## src/rtl/rr_arb_pkg.sv

```systemverilog
// Shared types and helpers for the round-robin arbiter.
package rr_arb_pkg;

   // Widest requester vector the index helper accepts.
   localparam int OH_MAXW = 32;
   localparam int OH_IDXW = $clog2(OH_MAXW);

   typedef enum logic {
      IDLE  = 1'b0,
      GRANT = 1'b1
   } state_t;

   // Binary index of a one-hot vector; an all-zero vector yields 0.
   function automatic logic [OH_IDXW-1:0] oh_idx(input logic [OH_MAXW-1:0] v);
      logic [OH_IDXW-1:0] idx;
      idx = '0;
      for (int i = 0; i < OH_MAXW; i++) begin
         if (v[i]) idx = idx | OH_IDXW'(i);
      end
      return idx;
   endfunction

endpackage

```

## src/rtl/rr_arb_pick.sv

```systemverilog
// Combinational round-robin winner selection: first request past ptr in the
// search direction, wrapping to the first request from the start edge.
module rr_arb_pick
   import rr_arb_pkg::*;
#(
   parameter int W           = 4,
   parameter bit TOWARDS_LSB = 1'b0
) (
   input  logic [W-1:0] req,
   input  logic [W-1:0] ptr,
   output logic [W-1:0] win
);

   logic [W-1:0] past;
   logic [W-1:0] masked;
   logic [W-1:0] win_m;
   logic [W-1:0] win_a;
   logic         found_m;
   logic         found_a;

   // Mark the positions strictly beyond ptr in the search direction.
   always_comb begin
      logic seen;
      past = '0;
      seen = 1'b0;
      for (int k = 0; k < W; k++) begin
         int i;
         i = TOWARDS_LSB ? (W - 1 - k) : k;
         past[i] = seen;
         seen    = seen | ptr[i];
      end
   end

   assign masked = req & past;

   // First set bit in search order, both for the masked and the full request.
   always_comb begin
      win_m   = '0;
      win_a   = '0;
      found_m = 1'b0;
      found_a = 1'b0;
      for (int k = 0; k < W; k++) begin
         int i;
         i = TOWARDS_LSB ? (W - 1 - k) : k;
         if (!found_m && masked[i]) begin
            win_m[i] = 1'b1;
            found_m  = 1'b1;
         end
         if (!found_a && req[i]) begin
            win_a[i] = 1'b1;
            found_a  = 1'b1;
         end
      end
   end

   // Wrap to the start edge only when nothing lies past the pointer.
   always_comb begin
      win = found_m ? win_m : win_a;
   end

endmodule

```

## src/rtl/rr_arb.sv

```systemverilog
// Round-robin arbiter with registered one-hot grant.
// Optional macro RR_ARB_LOCK_EN: adds i_last; a grant is only released by
// i_ack together with i_last, so multi-beat transfers keep the bus.
//
// state | meaning
// IDLE  | no grant outstanding, o_gnt = 0
// GRANT | o_gnt holds the current winner, o_gnt_vld = 1
module rr_arb
   import rr_arb_pkg::*;
#(
   parameter int W           = 4,
   parameter bit TOWARDS_LSB = 1'b0
) (
   input  logic                 clk,
   input  logic                 arst_n,
   input  logic [W-1:0]         i_req,
   input  logic                 i_ack,
`ifdef RR_ARB_LOCK_EN
   input  logic                 i_last,
`endif
   output logic [W-1:0]         o_gnt,
   output logic [$clog2(W)-1:0] o_gnt_enc,
   output logic                 o_gnt_vld
);

   localparam int EW = $clog2(W);
   // Pointer starts on the edge opposite the search start so bit 0 (or W-1)
   // wins first after reset.
   localparam logic [W-1:0] PTR_RST = TOWARDS_LSB ? W'(1) : (W'(1) << (W - 1));

   state_t       state;
   state_t       state_nxt;
   logic [W-1:0] ptr;
   logic [W-1:0] ptr_nxt;
   logic [W-1:0] gnt_nxt;
   logic [W-1:0] ptr_pick;
   logic [W-1:0] win;
   logic         done;

`ifdef RR_ARB_LOCK_EN
   assign done = i_ack & i_last;
`else
   assign done = i_ack;
`endif

   // On completion the finishing grant becomes the pointer for the same-cycle
   // re-arbitration, which is what allows back-to-back grants.
   assign ptr_pick = (state == GRANT) ? o_gnt : ptr;

   rr_arb_pick #(
      .W           (W),
      .TOWARDS_LSB (TOWARDS_LSB)
   ) u_pick (
      .req (i_req),
      .ptr (ptr_pick),
      .win (win)
   );

   // State, pointer and grant registers.
   always_ff @(posedge clk or negedge arst_n) begin
      if (!arst_n) begin
         state <= IDLE;
         ptr   <= PTR_RST;
         o_gnt <= '0;
      end else begin
         state <= state_nxt;
         ptr   <= ptr_nxt;
         o_gnt <= gnt_nxt;
      end
   end

   // Next-state, next-pointer and next-grant decisions.
   always_comb begin
      state_nxt = state;
      ptr_nxt   = ptr;
      gnt_nxt   = o_gnt;
      case (state)
         IDLE: begin
            if (|i_req) begin
               gnt_nxt   = win;
               state_nxt = GRANT;
            end
         end
         GRANT: begin
            if (done) begin
               ptr_nxt = o_gnt;
               if (|i_req) begin
                  gnt_nxt = win;
               end else begin
                  gnt_nxt   = '0;
                  state_nxt = IDLE;
               end
            end
         end
         default: begin
            gnt_nxt   = '0;
            state_nxt = IDLE;
         end
      endcase
   end

   assign o_gnt_vld = (state == GRANT);
   assign o_gnt_enc = EW'(oh_idx(OH_MAXW'(o_gnt)));

endmodule

```

## config.mk

```make
export PLATFORM = sky130hd
export DESIGN_NAME = rr_arb
export DESIGN_NICKNAME = d
export VERILOG_FILES = /design/src/rtl/rr_arb_pkg.sv /design/src/rtl/rr_arb_pick.sv /design/src/rtl/rr_arb.sv
export SDC_FILE = /design/constraint.sdc
export NUM_CORES = 1
export LEC_CHECK = 0
export CAP_MARGIN = 20
export CORE_AREA = 2 2 39 41
export CTS_CLUSTER_SIZE = 14
export DETAILED_ROUTE_END_ITERATION = 7
export DIE_AREA = 0 0 41 43
export PLACE_DENSITY_LB_ADDON = 0.3
export SYNTH_ARGS = -nofsm -noshare
export SYNTH_HDL_FRONTEND = slang
export SYNTH_SLANG_ARGS = --single-unit
export TNS_END_PERCENT = 10
```

## constraint.sdc

```tcl
create_clock -name clk -period 2 [get_ports clk]
set_input_delay 0.2 -clock clk [delete_from_list [all_inputs] [get_ports clk]]
set_output_delay 0.2 -clock clk [all_outputs]
set_load 0.02 [all_outputs]
```

Word level (Yosys, flattened, before mapping)
Index checks and enable logic that the tools add are counted.
{"block": "word_totals", "output_inout_bits": 7, "inputBits": 7, "ff_bits": 8, "wordCells": 49}
{"block": "op_classes", "bitwise": 4, "n_eq_ne": 2, "n_reduce_logical": 15, "muxes": 25}
{"operator": "2-to-1 mux 1 bit", "n": 16}
{"operator": "2-to-1 mux 4 bit", "n": 4}
{"operator": "one-hot mux 4 bit (2 select lines)", "n": 1}
{"operator": "logical AND 1 bit", "n": 6}
{"operator": "logical NOT 1 bit", "n": 6}
{"operator": "AND 4 bit", "n": 1}
{"operator": "2-to-1 mux 2 bit", "n": 2}
{"operator": "!= test 2 bit (second input constant)", "n": 2}
{"operator": "AND reduction 2 bit", "n": 2}
{"operator": "OR reduction 4 bit", "n": 1}
{"operator": "2-to-1 mux 3 bit", "n": 1}
{"operator": "OR 1 bit", "n": 2}
{"operator": "one-hot mux 1 bit (2 select lines)", "n": 1}
{"operator": "NOT 1 bit", "n": 1}

Logic depth before layout (Yosys ltp)
Gate-level depths: netlist (run 1).
{"block": "logic_depth", "ltp_word": 18, "depth_mapped": 5, "depth_no_buf": 4}

Modules after synthesis
Synthesis (run 1) repeated with hierarchy kept, for this count alone.
{"block": "hier_totals", "cells_unflattened": 55, "hier_area_um2": 588.1}
{"module": "rr_arb", "n_inst": 1, "area_per_inst_um2": 475.5, "cells_per_inst": 37}
{"module": "rr_arb_pick", "n_inst": 1, "area_per_inst_um2": 112.6, "cells_per_inst": 18}

Worst setup path before layout (run 1)
Ideal clock, no wire load.
{"block": "synth_timing", "path_type": "reg-to-reg", "startpoint": "register state (netlist: o_gnt_vld)", "endpoint": "register o_gnt[3]", "required_time_ns": 1.879, "period_less_slack_ns": 1.531, "arrival_ns": 1.410, "path_stages_with_launch": 5, "setup_slack_ns": 0.469, "path_cell_list": "dfrtp_1 > or4_1 > o311ai_2 > o31ai_1 > a22o_1"}
{"block": "synth_via", "elab_chain_len": 14, "word_cells_on_any_way": 22}
{"item": "start: declaration", "line": "rr_arb.sv:31", "rtl": "state_t state;"}
{"item": "start signal: assignment", "line": "rr_arb.sv:66", "rtl": "state <= state_nxt;"}
{"item": "2-to-1 mux 3 bit", "line": "rr_arb.sv:48", "rtl": "assign ptr_pick = (state == GRANT) ? o_gnt : ptr;"}
{"item": "AND 4 bit", "line": "rr_arb_pick.sv:34", "rtl": "assign masked = req & past;"}
{"item": "logical AND 1 bit", "line": "rr_arb_pick.sv:45", "rtl": "if (!found_m && masked[i]) begin"}
{"item": "2-to-1 mux 1 bit", "line": "rr_arb_pick.sv:45"}
{"item": "logical NOT 1 bit", "line": "rr_arb_pick.sv:45"}
{"item": "logical AND 1 bit", "line": "rr_arb_pick.sv:45"}
{"item": "2-to-1 mux 1 bit", "line": "rr_arb_pick.sv:45"}
{"item": "logical NOT 1 bit", "line": "rr_arb_pick.sv:45"}
{"item": "logical AND 1 bit", "line": "rr_arb_pick.sv:45"}
{"item": "2-to-1 mux 1 bit", "line": "rr_arb_pick.sv:45"}
{"item": "2-to-1 mux 4 bit", "line": "rr_arb_pick.sv:58", "rtl": "win = found_m ? win_m : win_a;"}
{"item": "2-to-1 mux 4 bit", "line": "rr_arb.sv:87", "rtl": "if (|i_req) begin"}
{"item": "2-to-1 mux 4 bit", "line": "rr_arb.sv:85", "rtl": "if (done) begin"}
{"item": "one-hot mux 4 bit (2 select lines)", "line": "rr_arb.sv:77", "rtl": "case (state)"}
{"item": "end signal: assignment", "line": "rr_arb.sv:68", "rtl": "o_gnt <= gnt_nxt;"}
{"item": "end: declaration", "line": "rr_arb.sv:21", "rtl": "output logic [W-1:0] o_gnt,"}
Parallel ways exist; a longest one is shown, timed or not. The select of a mux whose other input is x is not followed.
A chain may end at the register's enable or synchronous reset.

Worst setup path in the final report (run 1)
{"block": "layout_timing", "startpoint": "register o_gnt[1]", "endpoint": "output o_gnt_enc[0]"}
{"block": "layout_via", "elab_chain_len": 3}
{"item": "2-to-1 mux 1 bit", "line": "rr_arb_pkg.sv:18", "rtl": "if (v[i]) idx = idx | OH_IDXW'(i);"}
{"item": "2-to-1 mux 2 bit (2 in a row)", "line": "rr_arb_pkg.sv:18"}
{"item": "end: declaration", "line": "rr_arb.sv:22", "rtl": "output logic [$clog2(W)-1:0] o_gnt_enc,"}
Every way passes these cells.

==> out/metrics.yaml, run 1 <==
run_status:
  status: "complete, no violations"
layout:
  final_area_um2: 644
  mostFrequentLayoutCells: "clkdlybuf4s50_1, dfrtp_1, nand2_1, nor2_1, a21oi_1"
  fill_cells: 141
  seqCellArea_um2: 200
  area.growth.synth_to_final_pct: 36.6
  layout-drive-gt1-share_pct: 21.9
  nets: 73
  num_antenna_cells: 0
  layout_commonest_cell: "clkdlybuf4s50_1"
  multi_input_area_um2: 256
clock_tree:
  cts.repair.resized: 0
  clk_pin_slew_ps: 50
  cts_buffer_depth: 2
  cts_made_buffers: 3
  cts_setup_buffers: 0
  cts_root_buf: "clkbuf_4"
  h-tree-depth: 1
  cts.sinks: 8
  cts_tree: "done"
  cts_hold_buffers: 0
  clk_latency_ps: 250
worst_setup_path:
  max_stage_delay_ps: 530
  path_class: "flip-flop to output port"
  worstSetupEndpointType: "output port"
  cp_max_fo: 7
  cp_cell_sequence: "or2_2, clkdlybuf4s50_1"
  arrival_ps: 1560
  slowest_stage: "clkdlybuf4s50_1"
  worstPathRequired_ps: 1800
  critPathLaunchType: "flip-flop"
sta:
  setup_violations: 0
  period_needed_ps: 1760
  maxSlewViolCount: 0
  clock.fmax_mhz: 568
  setup_tns_ps: 0
  final-hold-violation-count: 0
  fin_crit_sh_pct: 88.1
  clock_skew_ps: 1.75
  max_slew_margin_pct: 74.4
  worstMarginPinSlew_ps: 384
  hold_ws_ps: 233
  rsz0062_at_grt: "no"
synthesis:
  netlist_area_um2: 472
  synth_cell_types: 22
  synth.area.top_cells: "dfrtp_1, mux2_2, a21oi_1, a32o_1, or2b_2"
  syn-instance-count: 48
  yosys_register_bits: 8
  ys_warn_count: 0
  netlist.area_leader.share_pct: 42.4
  synth_area_leader_cell: "dfrtp_1"
  syn_avg_cell_area_um2: 9.83
  yosysSeqAreaShare_pct: 42.4
  syn_nets: 55
run:
  drv.max_cap_violation_count: 0
die:
  start_util_pct: 34.1
  dieHeight_um: 43
  die_area_um2: 1760
  io_pins: 14
  die_w_um: 41
  core_region_area_um2: 1380
  num_rows: 14
grt:
  grt_overflow: 0
  grt_pass1_wl_um: 1660
  grt_max_degree: 12
  antenna_found_initial: 0
  grt_pass1_vias: 388
  grt.total_usage_pct: 14.3
placement:
  portBuffers: 13
  dp_hpwl_um: 829
  gp_congestion: 0.811
  place_area_um2: 622
power_and_ir_drop:
  pwr_density_cell_nw_per_um2: 846
  power.total_uw: 545
  irDropWorstVdd_v: 0.000419
  power_leakage_uw: 0.000266
drt:
  drtIter0Drc: 10
  wl_per_cell_um: 13.6
  routed_wl_um: 1090
  drc: 0
  vias: 462
  via_per_inst: 5.78
  dr.pass1.iters: 4
  final_antenna_net_count: 0
hold_path:
  hold_path_class: "input port to asynchronous set/reset pin"
-- state kept, by name, indices dropped and copies added, names as in the netlist --
signal and cells:
o_gnt 4, ptr 3, o_gnt_vld 1
-- final cells by class --
class,instances,share of cell area [%]
tap,16,3.11
inverter,2,1.17
multi-input combinational,37,39.8
sequential,8,31.1
timing repair buffer,14,21.4
clock buffer,3,3.50
-- per-stage QoR --
step                setup slack (ps)  util, %  cells
floorplan                        469        -     48
global placement                 330     44.9     77
global route                     205     46.6     80
CTS                              231     46.6     80
detailed placement               314     44.9     77
finish                           239     46.6     80
-- critical path: cells and delay by family (launching register included) --
family	cells	cell delay, ps
buffers and inverters	1	530
flip-flops	1	460
AND/OR/NAND/NOR	1	320
-- Yosys cell counts (all sizes together) --
master and number:
a31oi 1, nor4 1, buf 1, a211oi 1, or4 2, nor2 4
or2 2, a21oi 4, o311ai 1, a32o 2, or2b 2, dfrtp 8
mux2 3, nor3 3, o21ai 3, a22o 1, inv 2, o31ai 2
o32ai 1, nand2 4
-- cells by family after synthesis --
logic type	count (synthesis)	share of synthesized area [%]
simple gates	18	20.4
compound gates	16	26.8
flops	8	42.4
mux	3	7.16
buf+inv	3	3.18
-- final timing paths --
path / endpoint / cells after the start / slack [ps] / from
setup / recovery: o_gnt_enc[0] / 2 / 240 / o_gnt[1]$_DFFE_PN0P_
hold / removal: ptr[1]$_DFFE_PN0P_ / 1 / 230 / arst_n
setup reg to reg: o_gnt[3]$_DFFE_PN0P_ / 4 / 430 / o_gnt[0]$_DFFE_PN0P_
hold reg to reg: ptr[2]$_DFFE_PN0P_ / 1 / 550 / ptr[2]$_DFFE_PN0P_
max in group asynchronous: o_gnt[3]$_DFFE_PN0P_ / 1 / 1490 / arst_n
min in group clk: ptr[2]$_DFFE_PN0P_ / 1 / 550 / ptr[2]$_DFFE_PN0P_
-- power by group --
group	internal [uW]	switching (uW)	leakage (uW)	total, uW
Sequential	189	36.5	0.000100	225
Clock	68.5	53.3	0.0000138	122
Combinational	105	93.0	0.000151	198
Total	362	183	0.000266	545
-- per-layer routing --
layer	global-route usage (%)	vias to the layer above	share of wire, %
met5	0	-	0
met4	10.0	0	2.6
met3	1.57	4	7.5
met2	19.1	23	45
met1	20.5	217	44
li1	-	218	-
Note: power is estimated with default switching activity, not from simulation.
==> run 2: changes to the inputs <==
CORE_AREA = default   (was 2 2 39 41)
CORE_MARGIN = 2   (was default)
CORE_UTILIZATION = 30   (was default)
DIE_AREA = default   (was 0 0 41 43)
RECOVER_POWER = 100   (was default)
==> run 2 against run 1 <==
Net effect:
- sequential cell count unchanged
- clock-buffer cell count unchanged
- via count decreased by 1.3%
- critical path depth unchanged
- global-route usage decreased by 0.91 points
- sequential power decreased by 3%
- worst setup slack got worse by 95 ps
- power decreased by 1.2%
- combinational power about the same
- die area increased by 8.1%
- fmax decreased by 5.1%
- cell count increased by 1.3%
- highest routed layer unchanged
==> out/metrics.yaml, run 2 (synthesized netlist as in run 1, its figures left out) <==
grt:
  antenna_found_initial: 0  # unchanged
  grt_max_degree: 9  # was 12
  grt.total_usage_pct: 13.4  # was 14.3%
  grt_pass1_vias: 422  # was 388
  grt_pass1_wl_um: 1860  # was 1660 um
  grt_overflow: 0  # unchanged
clock_tree:
  clk_latency_ps: 250  # about the same
  cts_tree: "done"  # unchanged
  cts_root_buf: "clkbuf_4"  # unchanged
  cts_hold_buffers: 0  # unchanged
  cts_setup_buffers: 0  # unchanged
  cts.sinks: 8  # unchanged
  cts_buffer_depth: 2  # unchanged
  clk_pin_slew_ps: 50  # about the same
  cts_made_buffers: 3  # unchanged
  cts.repair.resized: 0  # unchanged
  h-tree-depth: 1  # unchanged
power_and_ir_drop:
  internal_power_uw: 355  # was 362 uW
  power_leakage_uw: 0.000275  # was 0.000266 uW
  clkPwrFrac_pct: 23.0  # was 22.4%
  p_switching_uw: 184  # was 183 uW
  irDropWorstVdd_v: 0.000355  # was 0.000419 V
  p_comb_share_pct: 36.4  # was 36.3%
  pwr_density_cell_nw_per_um2: 841  # was 846 nW/um2
  p_seq_share_pct: 40.6  # was 41.3%
  power.share.switching_pct: 34.1  # was 33.5%
layout:
  area.growth.synth_to_final_pct: 35.8  # was 36.6%
  finalNonFillerCells: 81  # was 80
  num_antenna_cells: 0  # unchanged
  largest_reg_flops: 4  # unchanged
  final_area_um2: 641  # was 644 um2
  nets: 74  # was 73
  layout-drive-gt1-share_pct: 20.0  # was 21.9%
  largest_register: "o_gnt"  # unchanged
  fill_cells: 150  # was 141
  mostFrequentLayoutCells: "dlygate4sd3_1, dfrtp_1, clkdlybuf4s50_1"  # was clkdlybuf4s50_1, dfrtp_1, nand2_1, nor2_1, a21oi_1
worst_setup_path:
  worstSetupEndpointType: "output port"  # unchanged
  arrival_ps: 1660  # was 1560 ps
  cp_max_fo: 7  # unchanged
  cp_cell_sequence: "or2_2, dlygate4sd3_1"  # was or2_2, clkdlybuf4s50_1
  path_class: "flip-flop to output port"  # unchanged
  worstPathRequired_ps: 1800  # about the same
  max_stage_delay_ps: 650  # was 530 ps
  slowest_stage: "dlygate4sd3_1"  # was clkdlybuf4s50_1
  critPathBufInv: 1  # unchanged
  critPathLaunchType: "flip-flop"  # unchanged
  r2r_cells: 4  # unchanged
  path_depth: 2  # unchanged
  path_delay_family: "buffers and inverters"  # unchanged
sta:
  period_needed_ps: 1860  # was 1760 ps
  fin_crit_sh_pct: 92.8  # was 88.1%
  worstMarginPinSlew_ps: 497  # was 384 ps
  maxSlewViolCount: 0  # unchanged
  setup_violations: 0  # unchanged
  setup_tns_ps: 0  # unchanged
  clock.fmax_mhz: 539  # was 568 MHz
  rsz0062_at_grt: "no"  # unchanged
  clock_skew_ps: 1.34  # was 1.75 ps
  max_slew_margin_pct: 66.3  # was 74.4%
  final-hold-violation-count: 0  # unchanged
drt:
  wl_per_cell_um: 13.6  # about the same
  vias: 456  # was 462
  drc: 0  # unchanged
  via_per_inst: 5.63  # was 5.78
  routed_wl_um: 1100  # was 1090 um
  dr.pass1.iters: 4  # unchanged
  drtIter0Drc: 14  # was 10
  final_antenna_net_count: 0  # unchanged
run:
  drv.max_cap_violation_count: 0  # unchanged
run_status:
  status: "complete, no violations"  # unchanged
placement:
  portBuffers: 13  # unchanged
  gp_congestion: 0.887  # was 0.811
  placed_cells: 78  # was 77
  place_area_um2: 629  # was 622 um2
  dp_hpwl_um: 877  # was 829 um
die:
  die_area_um2: 1910  # was 1760 um2
  num_rows: 14  # unchanged
  start_util_pct: 31.7  # was 34.1%
  core_region_area_um2: 1490  # was 1380 um2
  dieHeight_um: 43.7  # was 43 um
  io_pins: 14  # unchanged
  die_w_um: 43.7  # was 41 um
hold_path:
  hold_path_class: "input port to asynchronous set/reset pin"  # unchanged
[run 2: cell count changes in the layout (fill, tap and decap cells not counted), sizes merged]
| cell | change |
|---|---|
| dlygate4sd3 | +8 |
| clkdlybuf4s50 | -8 |
| clkbuf | +1 |
[run 2: power by group through the flow]
stage	logic, uW	clock network (uW)	registers, uW
floorplan	98.7	0	235
global placement	209	0	224
detailed placement	209	0	223
CTS	210	128	221
global route	213	135	225
finish	196	124	219
[run 2: final timing paths]
| path | from | to | slack, ps |
|---|---|---|---|
| setup / recovery | o_gnt[1]$_DFFE_PN0P_ | o_gnt_enc[0] | 140 |
| hold / removal | arst_n | ptr[2]$_DFFE_PN0P_ | 290 |
| setup reg to reg | o_gnt_vld$_DFF_PN0_ | o_gnt[3]$_DFFE_PN0P_ | 290 |
| hold reg to reg | ptr[2]$_DFFE_PN0P_ | ptr[2]$_DFFE_PN0P_ | 540 |
| max in group asynchronous | arst_n | o_gnt[2]$_DFFE_PN0P_ | 1460 |
| min in group clk | ptr[2]$_DFFE_PN0P_ | ptr[2]$_DFFE_PN0P_ | 540 |
[run 2: final cells by class]
class / count / area (um2) / area share (%)
Clock buffer: 3 / 22.5 / 3.52
Inverter: 2 / 7.51 / 1.17
Multi-Input combinational cell: 37 / 249 / 38.9
Sequential cell: 8 / 200 / 31.3
Tap cell: 16 / 20.0 / 3.13
Timing Repair Buffer: 15 / 141 / 22.1
[run 2: metrics by stage]
step | setup WS, ps | hold WS, ps | total power (uW) | util, %
final | 143 | 288 | 539 | 43.0
after detailed placement | 319 | 500 | 433 | 42.3
after global routing | 97.5 | 312 | 573 | 43.0
after CTS | 233 | 222 | 559 | 43.8
after floorplan | 469 | -95.6 | 333 | -
after global placement | 313 | 504 | 434 | 42.3
[run 2: per-layer routing]
| metal | share of wire (%) | global-route usage, % |
|---|---|---|
| met1 | 50 | 18.9 |
| met2 | 40 | 18.2 |
| met3 | 8.4 | 5.00 |
| met4 | 1.1 | 5.45 |
| met5 | 0 | 0 |
==> run 3: changes to the inputs <==
CAP_MARGIN = 30   (was 20)
CORE_MARGIN = default   (was 2)
RECOVER_POWER = default   (was 100)
==> run 3 against run 2 <==
Net effect:
- sequential power up 3%
- combinational power about the same
- clock power about the same
- register-to-register slack better by 130 ps
- via count up 1.1%
- critical path type unchanged
- worst hold slack worse by 55 ps
- first-iteration DRC count increased by 93%
- critical endpoint unchanged
- largest power group unchanged
- worst setup slack better by 93 ps
- die area down 9.0%
==> out/metrics.yaml, run 3 (synthesized netlist as in run 1, its figures left out) <==
run_status:
  status: "complete, no violations"  # unchanged
sta:
  clock.fmax_mhz: 567  # was 539 MHz
  setup_violations: 0  # unchanged
  clock_skew_ps: 1.78  # was 1.34 ps
  worstMarginPinSlew_ps: 387  # was 497 ps
  setup_tns_ps: 0  # unchanged
  hold_ws_ps: 232  # was 288 ps
  fin_crit_sh_pct: 88.2  # was 92.8%
  max_slew_margin_pct: 74.1  # was 66.3%
  maxSlewViolCount: 0  # unchanged
  period_needed_ps: 1760  # was 1860 ps
  final-hold-violation-count: 0  # unchanged
  rsz0062_at_grt: "no"  # unchanged
power_and_ir_drop:
  pwr_density_cell_nw_per_um2: 850  # was 841 nW/um2
  power.share.switching_pct: 33.8  # was 34.1%
  p_switching_uw: 185  # was 184 uW
  p_comb_share_pct: 36.3  # was 36.4%
  power_leakage_uw: 0.000266  # was 0.000275 uW
  internal_power_uw: 362  # was 355 uW
  p_seq_share_pct: 41.1  # was 40.6%
  irDropWorstVdd_v: 0.000319  # was 0.000355 V
  clkPwrFrac_pct: 22.5  # was 23.0%
die:
  io_pins: 14  # unchanged
  die_w_um: 41.7  # was 43.7 um
  dieHeight_um: 41.7  # was 43.7 um
  core_region_area_um2: 1380  # was 1490 um2
  die_area_um2: 1730  # was 1910 um2
  num_rows: 13  # was 14
  start_util_pct: 34.1  # was 31.7%
drt:
  wl_per_cell_um: 13.8  # was 13.6 um
  drtIter0Drc: 27  # was 14
  final_antenna_net_count: 0  # unchanged
  drc: 0  # unchanged
  dr.pass1.iters: 4  # unchanged
  via_per_inst: 5.84  # was 5.63
  routed_wl_um: 1090  # was 1100 um
  vias: 461  # was 456
layout:
  num_antenna_cells: 0  # unchanged
  layout-drive-gt1-share_pct: 21.9  # was 20.0%
  largest_reg_flops: 4  # unchanged
  mostFrequentLayoutCells: "clkdlybuf4s50_1, dfrtp_1, nand2_1, nor2_1, a21oi_1"  # was dlygate4sd3_1, dfrtp_1, clkdlybuf4s50_1
  largest_register: "o_gnt"  # unchanged
  area.growth.synth_to_final_pct: 36.3  # was 35.8%
  finalNonFillerCells: 79  # was 81
  nets: 73  # was 74
  post-route-util_pct: 46.5  # was 43.0%
  layout_commonest_cell: "clkdlybuf4s50_1"
clock_tree:
  clk_pin_slew_ps: 50  # about the same
  cts_made_buffers: 3  # unchanged
  cts_tree: "done"  # unchanged
  clk_latency_ps: 250  # about the same
  cts_hold_buffers: 0  # unchanged
  cts_setup_buffers: 0  # unchanged
  h-tree-depth: 1  # unchanged
  cts_root_buf: "clkbuf_4"  # unchanged
  cts.sinks: 8  # unchanged
  cts_buffer_depth: 2  # unchanged
  cts.repair.resized: 0  # unchanged
grt:
  antenna_found_initial: 0  # unchanged
  grt_pass1_wl_um: 1810  # was 1860 um
  grt_overflow: 0  # unchanged
  grt.total_usage_pct: 13.8  # was 13.4%
  grt_pass1_vias: 400  # was 422
  grt_max_degree: 11  # was 9
worst_setup_path:
  worstPathRequired_ps: 1800  # about the same
  r2r_start: "o_gnt[0]$_DFFE_PN0P_"  # was o_gnt_vld$_DFF_PN0_
  worstSetupEndpointType: "output port"  # unchanged
  arrival_ps: 1560  # was 1660 ps
  startpoint: "o_gnt[1]$_DFFE_PN0P_"  # unchanged
  max_stage_delay_ps: 530  # was 650 ps
  slowest_stage: "clkdlybuf4s50_1"  # was dlygate4sd3_1
  critPathLaunchType: "flip-flop"  # unchanged
  cp_max_fo: 7  # unchanged
  path_class: "flip-flop to output port"  # unchanged
  cp_cell_sequence: "or2_2, clkdlybuf4s50_1"  # was or2_2, dlygate4sd3_1
placement:
  dp_hpwl_um: 819  # was 877 um
  portBuffers: 13  # unchanged
  gp_congestion: 0.833  # was 0.887
  placed_cells: 76  # was 78
hold_path:
  hold_path_class: "input port to asynchronous set/reset pin"  # unchanged
run:
  drv.max_cap_violation_count: 0  # unchanged
-- run 3: power groups by stage --
stage          logic (uW)  clock network, uW  registers [uW]
2_1_floorplan        98.7                  0             235
3_3_place_gp          196                  0             229
3_5_place_dp          198                  0             228
4_1_cts               198                126             226
5_1_grt               213                133             231
6_report              199                123             225
-- run 3: per-layer routing --
layer	part of all wire (%)	global-route usage [%]	wire length, um
met1	47	19.4	514
met2	40	17.8	435
met3	11	3.91	115
met4	2.2	9.68	24
met5	0	0	0
-- run 3: worst paths after layout --
kind	to	cells past startpoint	slack, ps
max reg2reg	o_gnt[3]$_DFFE_PN0P_	4	420
min	ptr[2]$_DFFE_PN0P_	1	230
min in group clk	ptr[2]$_DFFE_PN0P_	1	540
max in group asynchronous	o_gnt[3]$_DFFE_PN0P_	1	1490
max	o_gnt_enc[0]	2	240
min reg2reg	ptr[2]$_DFFE_PN0P_	1	540
-- run 3: cell type report --
| cell class | instances | area [um2] |
|---|---|---|
| fill | 135 | 739 |
| multi-input combinational | 37 | 256 |
| sequential | 8 | 200 |
| timing repair buffer | 14 | 138 |
| clock buffer | 3 | 22.5 |
| tap | 15 | 18.8 |
| inverter | 2 | 7.51 |
-- run 3: metrics by stage --
stage	setup WS [ps]	total power, uW	area (um2)
2_1_floorplan	469	333	472
3_3_place_gp	352	425	621
3_5_place_dp	333	426	621
4_1_cts	222	550	643
5_1_grt	172	577	643
6_report	236	547	643
-- run 3: worst max-delay path: cells and delay by family (launching register included) --
kind / cells / cell delay [ps]
buffers and inverters: 1 / 530
flip-flops: 1 / 460
AND/OR/NAND/NOR: 1 / 320
